==> config.mk <==
export PLATFORM = sky130hd
export DESIGN_NAME = tt_hsig_host
export DESIGN_NICKNAME = d
export VERILOG_FILES = /design/src/rtl/tt_hsig_pkg.sv /design/src/rtl/tt_hsig_clkgen.sv /design/src/rtl/tt_hsig_host.sv
export SDC_FILE = /design/constraint.sdc
export NUM_CORES = 1
export LEC_CHECK = 0
export BUFFER_PORTS_ARGS = -buffer_cell sky130_fd_sc_hd__buf_2
export CAP_MARGIN = 20
export CORE_MARGIN = 2
export CORE_UTILIZATION = 33
export DETAILED_ROUTE_END_ITERATION = 16
export RECOVER_POWER = 100
export SLEW_MARGIN = 30
export SYNTH_ARGS = -nofsm -noshare
export SYNTH_HDL_FRONTEND = slang
export SYNTH_SLANG_ARGS = --single-unit
==> constraint.sdc <==
create_clock -name clk -period 3.35 [get_ports clk]
set_input_delay 0.67 -clock clk [delete_from_list [all_inputs] [get_ports clk]]
set_output_delay 0.67 -clock clk [all_outputs]
set_load 0.03 [all_outputs]
==> src/rtl/tt_hsig_pkg.sv <==
// rtl/tt_hsig_pkg.sv - shared state encoding, link constants and frame-length helpers for the hsig host
package tt_hsig_pkg;

   typedef enum logic [2:0] {
      IDLE,
      CMD,
      TURN,
      RESP,
      DONE
   } hsig_state_e;

   localparam logic START_BIT = 1'b1;
   localparam logic ACK_OK    = 1'b1;

   function automatic int cmd_bits(input int addr_w, input int data_w, input bit write, input int par);
      return 2 + addr_w + (write ? data_w : 0) + par;
   endfunction

   function automatic int rsp_bits(input int data_w, input bit write, input int par);
      return 1 + (write ? 0 : data_w) + par;
   endfunction

   function automatic int frame_bits(input int addr_w, input int data_w, input int turn_bits,
                                     input bit write, input int par);
      return cmd_bits(addr_w, data_w, write, par) + turn_bits + rsp_bits(data_w, write, par);
   endfunction

endpackage

==> src/rtl/tt_hsig_clkgen.sv <==
// rtl/tt_hsig_clkgen.sv - hclk phase counter with drive (first low cycle) and sample (last high cycle) strobes
module tt_hsig_clkgen
   import tt_hsig_pkg::*;
#(
   parameter int CLK_DIV = 4
) (
   input  logic clk,
   input  logic rst,
   input  logic en_i,
   output logic hclk_o,
   output logic drive_stb_o,
   output logic sample_stb_o
);

   localparam int            PW      = $clog2(CLK_DIV);
   localparam logic [PW-1:0] PH_LAST = PW'(CLK_DIV - 1);

   logic [PW-1:0] ph_q, ph_d;
   logic          hi_q, hi_d;

   // Disabled counter parks at the start of a low phase so the next frame begins cleanly.
   always_comb begin
      ph_d = ph_q;
      hi_d = hi_q;
      if (!en_i) begin
         ph_d = '0;
         hi_d = 1'b0;
      end else if (ph_q == PH_LAST) begin
         ph_d = '0;
         hi_d = ~hi_q;
      end else begin
         ph_d = ph_q + PW'(1);
      end
   end

   always_ff @(posedge clk) begin
      if (rst) begin
         ph_q <= '0;
         hi_q <= 1'b0;
      end else begin
         ph_q <= ph_d;
         hi_q <= hi_d;
      end
   end

   assign hclk_o       = hi_q;
   assign drive_stb_o  = en_i & ~hi_q & (ph_q == '0);
   assign sample_stb_o = en_i & hi_q & (ph_q == PH_LAST);

endmodule

==> src/rtl/tt_hsig_host.sv <==
// rtl/tt_hsig_host.sv - per-tile serial control link master; optional HSIG_PARITY_EN adds even-parity bits
module tt_hsig_host
   import tt_hsig_pkg::*;
#(
   parameter int CLK_DIV   = 4,
   parameter int ADDR_W    = 5,
   parameter int DATA_W    = 8,
   parameter int TURN_BITS = 2
) (
   input  logic              clk,
   input  logic              rst,
   input  logic              req_valid,
   output logic              req_ready,
   input  logic              req_write,
   input  logic [ADDR_W-1:0] req_addr,
   input  logic [DATA_W-1:0] req_wdata,
   output logic              rsp_valid,
   output logic [DATA_W-1:0] rsp_rdata,
   output logic              rsp_err,
   output logic              hclk_A,
   output logic              hclk_OE,
   output logic              hsig_A,
   output logic              hsig_OE,
   output logic              hsig_IE,
   output logic              hsig_PD,
   input  logic              hsig_Y
);

`ifdef HSIG_PARITY_EN
   localparam int PAR = 1;
`else
   localparam int PAR = 0;
`endif
   localparam int CMD_W     = 2 + ADDR_W + DATA_W + PAR;
   localparam int WR_CMD    = cmd_bits(ADDR_W, DATA_W, 1'b1, PAR);
   localparam int RD_CMD    = cmd_bits(ADDR_W, DATA_W, 1'b0, PAR);
   localparam int WR_RSP    = rsp_bits(DATA_W, 1'b1, PAR);
   localparam int RD_RSP    = rsp_bits(DATA_W, 1'b0, PAR);
   localparam int WR_FRAME  = frame_bits(ADDR_W, DATA_W, TURN_BITS, 1'b1, PAR);
   localparam int RD_FRAME  = frame_bits(ADDR_W, DATA_W, TURN_BITS, 1'b0, PAR);
   localparam int FRAME_MAX = (WR_FRAME > RD_FRAME) ? WR_FRAME : RD_FRAME;
   localparam int BW        = $clog2(FRAME_MAX + 1);

   hsig_state_e       state_q, state_d;
   logic              xfer, clk_en, drive_stb, sample_stb;
   logic              wr_q, ack_q, ack_d, err_q, err_d, hclk_oe_q;
   logic [BW-1:0]     bit_q, cmd_end, turn_end, rsp_end;
   logic [CMD_W-1:0]  cmd_q, cmd_load;
   logic [DATA_W-1:0] data_q, data_d, rdata_q;
   logic              is_ack, is_data, cmd_last, turn_last, rsp_last;
`ifdef HSIG_PARITY_EN
   logic              par_q, par_d, cmd_par;
`endif

   tt_hsig_clkgen #(.CLK_DIV(CLK_DIV)) u_clkgen (
      .clk          (clk),
      .rst          (rst),
      .en_i         (clk_en),
      .hclk_o       (hclk_A),
      .drive_stb_o  (drive_stb),
      .sample_stb_o (sample_stb)
   );

   assign xfer = req_valid & req_ready;

   // bit_q counts bits begun, so at a sample strobe it holds the 1-based index of the current bit.
   always_comb begin
      cmd_end   = wr_q ? BW'(WR_CMD) : BW'(RD_CMD);
      turn_end  = cmd_end + BW'(TURN_BITS);
      rsp_end   = turn_end + (wr_q ? BW'(WR_RSP) : BW'(RD_RSP));
      is_ack    = (bit_q == turn_end + BW'(1));
      is_data   = !wr_q && (bit_q > turn_end + BW'(1)) && (bit_q <= turn_end + BW'(1 + DATA_W));
      cmd_last  = sample_stb && (state_q == CMD)  && (bit_q == cmd_end);
      turn_last = sample_stb && (state_q == TURN) && (bit_q == turn_end);
      rsp_last  = sample_stb && (state_q == RESP) && (bit_q == rsp_end);
      ack_d     = is_ack  ? hsig_Y : ack_q;
      data_d    = is_data ? {data_q[DATA_W-2:0], hsig_Y} : data_q;
`ifdef HSIG_PARITY_EN
      par_d     = par_q ^ hsig_Y;
      err_d     = (ack_d != ACK_OK) | par_d;
`else
      err_d     = (ack_d != ACK_OK);
`endif
   end

`ifdef HSIG_PARITY_EN
   // Reads carry the parity bit straight after the address; the unused data slots trail as zeros.
   always_comb begin
      cmd_par  = ^{req_write, req_addr, (req_write ? req_wdata : {DATA_W{1'b0}})};
      cmd_load = req_write ? {START_BIT, 1'b1, req_addr, req_wdata, cmd_par}
                           : {START_BIT, 1'b0, req_addr, cmd_par, {DATA_W{1'b0}}};
   end
`else
   always_comb begin
      cmd_load = req_write ? {START_BIT, 1'b1, req_addr, req_wdata}
                           : {START_BIT, 1'b0, req_addr, {DATA_W{1'b0}}};
   end
`endif

   always_ff @(posedge clk) begin
      if (rst) begin
         state_q <= IDLE;
      end else begin
         state_q <= state_d;
      end
   end

   always_comb begin
      state_d = state_q;
      case (state_q)
         IDLE:    if (xfer)      state_d = CMD;
         CMD:     if (cmd_last)  state_d = TURN;
         TURN:    if (turn_last) state_d = RESP;
         RESP:    if (rsp_last)  state_d = DONE;
         DONE:                   state_d = IDLE;
         default:                state_d = IDLE;
      endcase
   end

   always_comb begin
      req_ready = 1'b0;
      rsp_valid = 1'b0;
      hsig_OE   = 1'b0;
      hsig_A    = 1'b0;
      clk_en    = 1'b0;
      case (state_q)
         IDLE: req_ready = 1'b1;
         CMD: begin
            clk_en  = 1'b1;
            hsig_OE = 1'b1;
            hsig_A  = cmd_q[CMD_W-1];
         end
         TURN:    clk_en    = 1'b1;
         RESP:    clk_en    = 1'b1;
         DONE:    rsp_valid = 1'b1;
         default: ;
      endcase
   end

   always_ff @(posedge clk) begin
      if (rst) begin
         wr_q    <= 1'b0;
         bit_q   <= '0;
         cmd_q   <= '0;
         data_q  <= '0;
         ack_q   <= 1'b0;
         rdata_q <= '0;
         err_q   <= 1'b0;
`ifdef HSIG_PARITY_EN
         par_q   <= 1'b0;
`endif
      end else if (xfer) begin
         wr_q    <= req_write;
         bit_q   <= '0;
         cmd_q   <= cmd_load;
         data_q  <= '0;
         ack_q   <= 1'b0;
`ifdef HSIG_PARITY_EN
         par_q   <= 1'b0;
`endif
      end else begin
         if (drive_stb) bit_q <= bit_q + BW'(1);
         if (sample_stb && state_q == CMD) cmd_q <= cmd_q << 1;
         if (sample_stb && state_q == RESP) begin
            ack_q  <= ack_d;
            data_q <= data_d;
`ifdef HSIG_PARITY_EN
            par_q  <= par_d;
`endif
         end
         if (rsp_last) begin
            rdata_q <= wr_q ? {DATA_W{1'b0}} : data_d;
            err_q   <= err_d;
         end
      end
   end

   always_ff @(posedge clk) begin
      if (rst) hclk_oe_q <= 1'b1;
   end

   assign rsp_rdata = rdata_q;
   assign rsp_err   = err_q;
   assign hclk_OE   = hclk_oe_q;
   assign hsig_IE   = 1'b1;
   assign hsig_PD   = 1'b1;

endmodule

==> run metrics <==
met1 Track Usage GR 17.5%; type of the most critical hold path register to register; Internal Power 809 uW; Comb pwr share 9.8%; final hold violation count 0; ant diodes 0; CTS Buf Count 5; count of pins over their slew limit 0; Place WS 0.985 ns; Core Region 6760 um^2; Max-Cap Viols 0; vias in the first global route 1702; P_sw 261 uW; RSZ-0062 raised after global routing no; Post-layout nets 303; clock sink count 45; post-route antenna net violation count 0; register area share after synthesis 39.5%; first-pass GRT wire length 7.91 mm; clock root cell clkbuf_8; global route overflow 0; VDD IR max 246 uV; Total Negative Setup Slacks 0 ns; Mean Syn Cell Area 8.80 um^2; Worst Skew 0.00563 ns; crit path cell chain inv_1 -> ha_1 -> nor2b_1 -> a221oi_1 -> nor4_2 -> mux2i_1; area leader, netlist dfxtp_1; crit start category register; crit-path max cell delay 0.97 ns; Max Root-Sink Buffers 2; clk_lat worst skew 0.29 ns; buffers added on ports 31; cell count after synthesis 259; largest net degree at the start of global routing 27; initial antenna violation count 0; outcome complete, no violations; placed cells 350; Slowest cell on crit path nor4_2; via count 1824; Util after Layout 36.6%; RePlAce Congestion 0.715; final period utilization 78.3%; Seq cells post-synth 45; layout cells sized above 1 12.6%; clock slew at reported path FFs 0.08 ns; CTS tree built; DRC 0; CTS H-tree lvls 2; synth top area cells dfxtp_1, nand2_1, a311oi_1; met2 usage 20.0%; # IOs 35; Initial Utilization 33.7%; power share of the clock group 37.3%; data required time of the critical path 3.57 ns; Critical Path Fanout Max 10; Vias/cell 5.11; sequential share of power 52.9%; Lkg Pwr 0.869 nW; num rows 30; asr flop ratio synth 0%; Total GRT Usage 12.8%; routed wire length 4.65 mm; most used routing layer met2; DRT Pass-1 Iters 4; cts hold-fix bufs 0; Post-synth EDFFs 0; min Tclk post-route 2.62 ns; die area 7590 um^2; top-area cell type share of the netlist area 39.5%; worst-margin pin slew 1.07 ns; PwrDens 433 nW/um^2; WHS 0.458 ns; Net Sw Frac 24.4%; setup ws final 0.726 ns; kind of critical path register to register; Cell variety after synth 45; Die W 87.1 um; Rel. slew slack 28.1%; Setup Viol. Count Final 0; DPL Wire Length 3.33 mm; met3 Use GR 3.22%; Resized Gates After CTS 0; worst path arrival time 2.85 ns; YS warnings 0; Chip Height 87.1 um; Finished Layout Cells 357; DR WL/cell 13.0 um; Synth Cell Area 2280 um^2; Post-CTS Setup Bufs 0; endpoint class of the critical path register; Area growth, synth to finish 8.45%; Achievable Freq 0.381 GHz; commonest register cell after synthesis dfxtp_1; 1st-iter DRT viols 89
-- logic make-up (layout without fill, tap and decap cells) --
kind of cell	Yosys count	after routing	share of synthesized area, %
AND/OR/NAND/NOR	116	116	25.9
flip-flops	45	45	39.5
AO/OA/AOI/OAI	44	44	16.5
buffers and inverters	29	45	6.86
multiplexers	11	11	4.83
adder cells (fa/ha/maj)	8	8	4.39
XOR/XNOR	5	5	1.92
other	1	3	0.164
-- per-stage QoR --
step           instance area, um^2  power, mW
5_1_grt                       2470       1.12
4_1_cts                       2520       1.08
3_3_place_gp                  2420      0.684
3_5_place_dp                  2420      0.686
6_report                      2470       1.07
2_1_floorplan                 2290      0.660
-- power groups by stage --
stage                     Sequential, mW  Clock (mW)  Combinational [mW]
after global placement             0.578           0               0.106
final                              0.566       0.399               0.105
after detailed placement           0.578           0               0.108
after global routing               0.568       0.432               0.120
after floorplan                    0.575           0              0.0850
after CTS                          0.566       0.410               0.108
-- cells in the mapped netlist, types with 2 or more instances --
master / number
a41oi_1: 2
buf_2: 7
inv_1: 6
o311ai_0: 8
nand2_1: 46
nor2_1: 27
nor3_1: 7
xnor2_1: 5
dfxtp_1: 45
nor4bb_1: 2
or3_1: 2
ha_1: 8
buf_6: 3
mux2i_1: 11
a311oi_1: 13
buf_4: 4
or2_2: 2
nand3_1: 12
clkbuf_1: 8
a211oi_1: 2
and3_1: 2
o211ai_1: 8
a21oi_1: 3
and2_1: 2
a31oi_1: 2
nor3b_1: 3
-- final cells by class --
| class | instances | area (um^2) |
|---|---|---|
| Clock buffer | 5 | 68.8 |
| Clock inverter | 2 | 35.0 |
| Fill cell | 739 | 4280 |
| Inverter | 6 | 22.5 |
| Multi-Input combinational cell | 187 | 1200 |
| Sequential cell | 45 | 901 |
| Tap cell | 80 | 100 |
| Timing Repair Buffer | 32 | 146 |
-- layer usage --
metal	wire [um]	up-vias	share of wire, %
li1	-	954	-
met2	1960	43	42
met4	15	0	0.32
met3	199	2	4.3
met5	0	-	0
met1	2470	825	53
-- worst paths after layout --
kind / to / start / cells past startpoint / slack (ns)
max: data_q[2]$_SDFFE_PP0P_ / wr_q$_SDFFE_PP0P_ / 6 / 0.73
min: u_clkgen.ph_q[0]$_SDFF_PP0_ / u_clkgen.ph_q[0]$_SDFF_PP0_ / 1 / 0.46
max reg2reg: data_q[2]$_SDFFE_PP0P_ / wr_q$_SDFFE_PP0P_ / 6 / 0.73
min reg2reg: u_clkgen.ph_q[0]$_SDFF_PP0_ / u_clkgen.ph_q[0]$_SDFF_PP0_ / 1 / 0.46
-- state kept, by name, summed over array words and instances (netlist names) --
name,flops
state_q,3
u_clkgen.hclk_o,1
ack_q,1
cmd_q,15
rsp_err,1
data_q,8
rsp_rdata,8
bit_q,5
wr_q,1
u_clkgen.ph_q,2
-- worst max-delay path, delay by kind of cell (launching register included) --
family / cells / cell delay, ns
buf+inv: 1 / 0.08
mux: 1 / 0.27
simple gates: 2 / 1.19
flops: 1 / 0.40
fa+ha+maj: 1 / 0.37
compound gates: 1 / 0.25
-- cells in the final DEF, fill, tap and decap left out, drive strengths merged, types with 4 or more instances in the layout --
master | synthesis | layout
nor3 | 7 | 7
o211ai | 8 | 8
xnor2 | 5 | 5
nand3 | 12 | 12
nor3b | 4 | 4
inv | 6 | 6
mux2i | 11 | 11
buf | 14 | 19
ha | 8 | 8
nor2 | 27 | 27
clkbuf | 9 | 18
a311oi | 13 | 13
nand2 | 47 | 47
o311ai | 8 | 8
dfxtp | 45 | 45
Power figures use the tool's default switching activity.
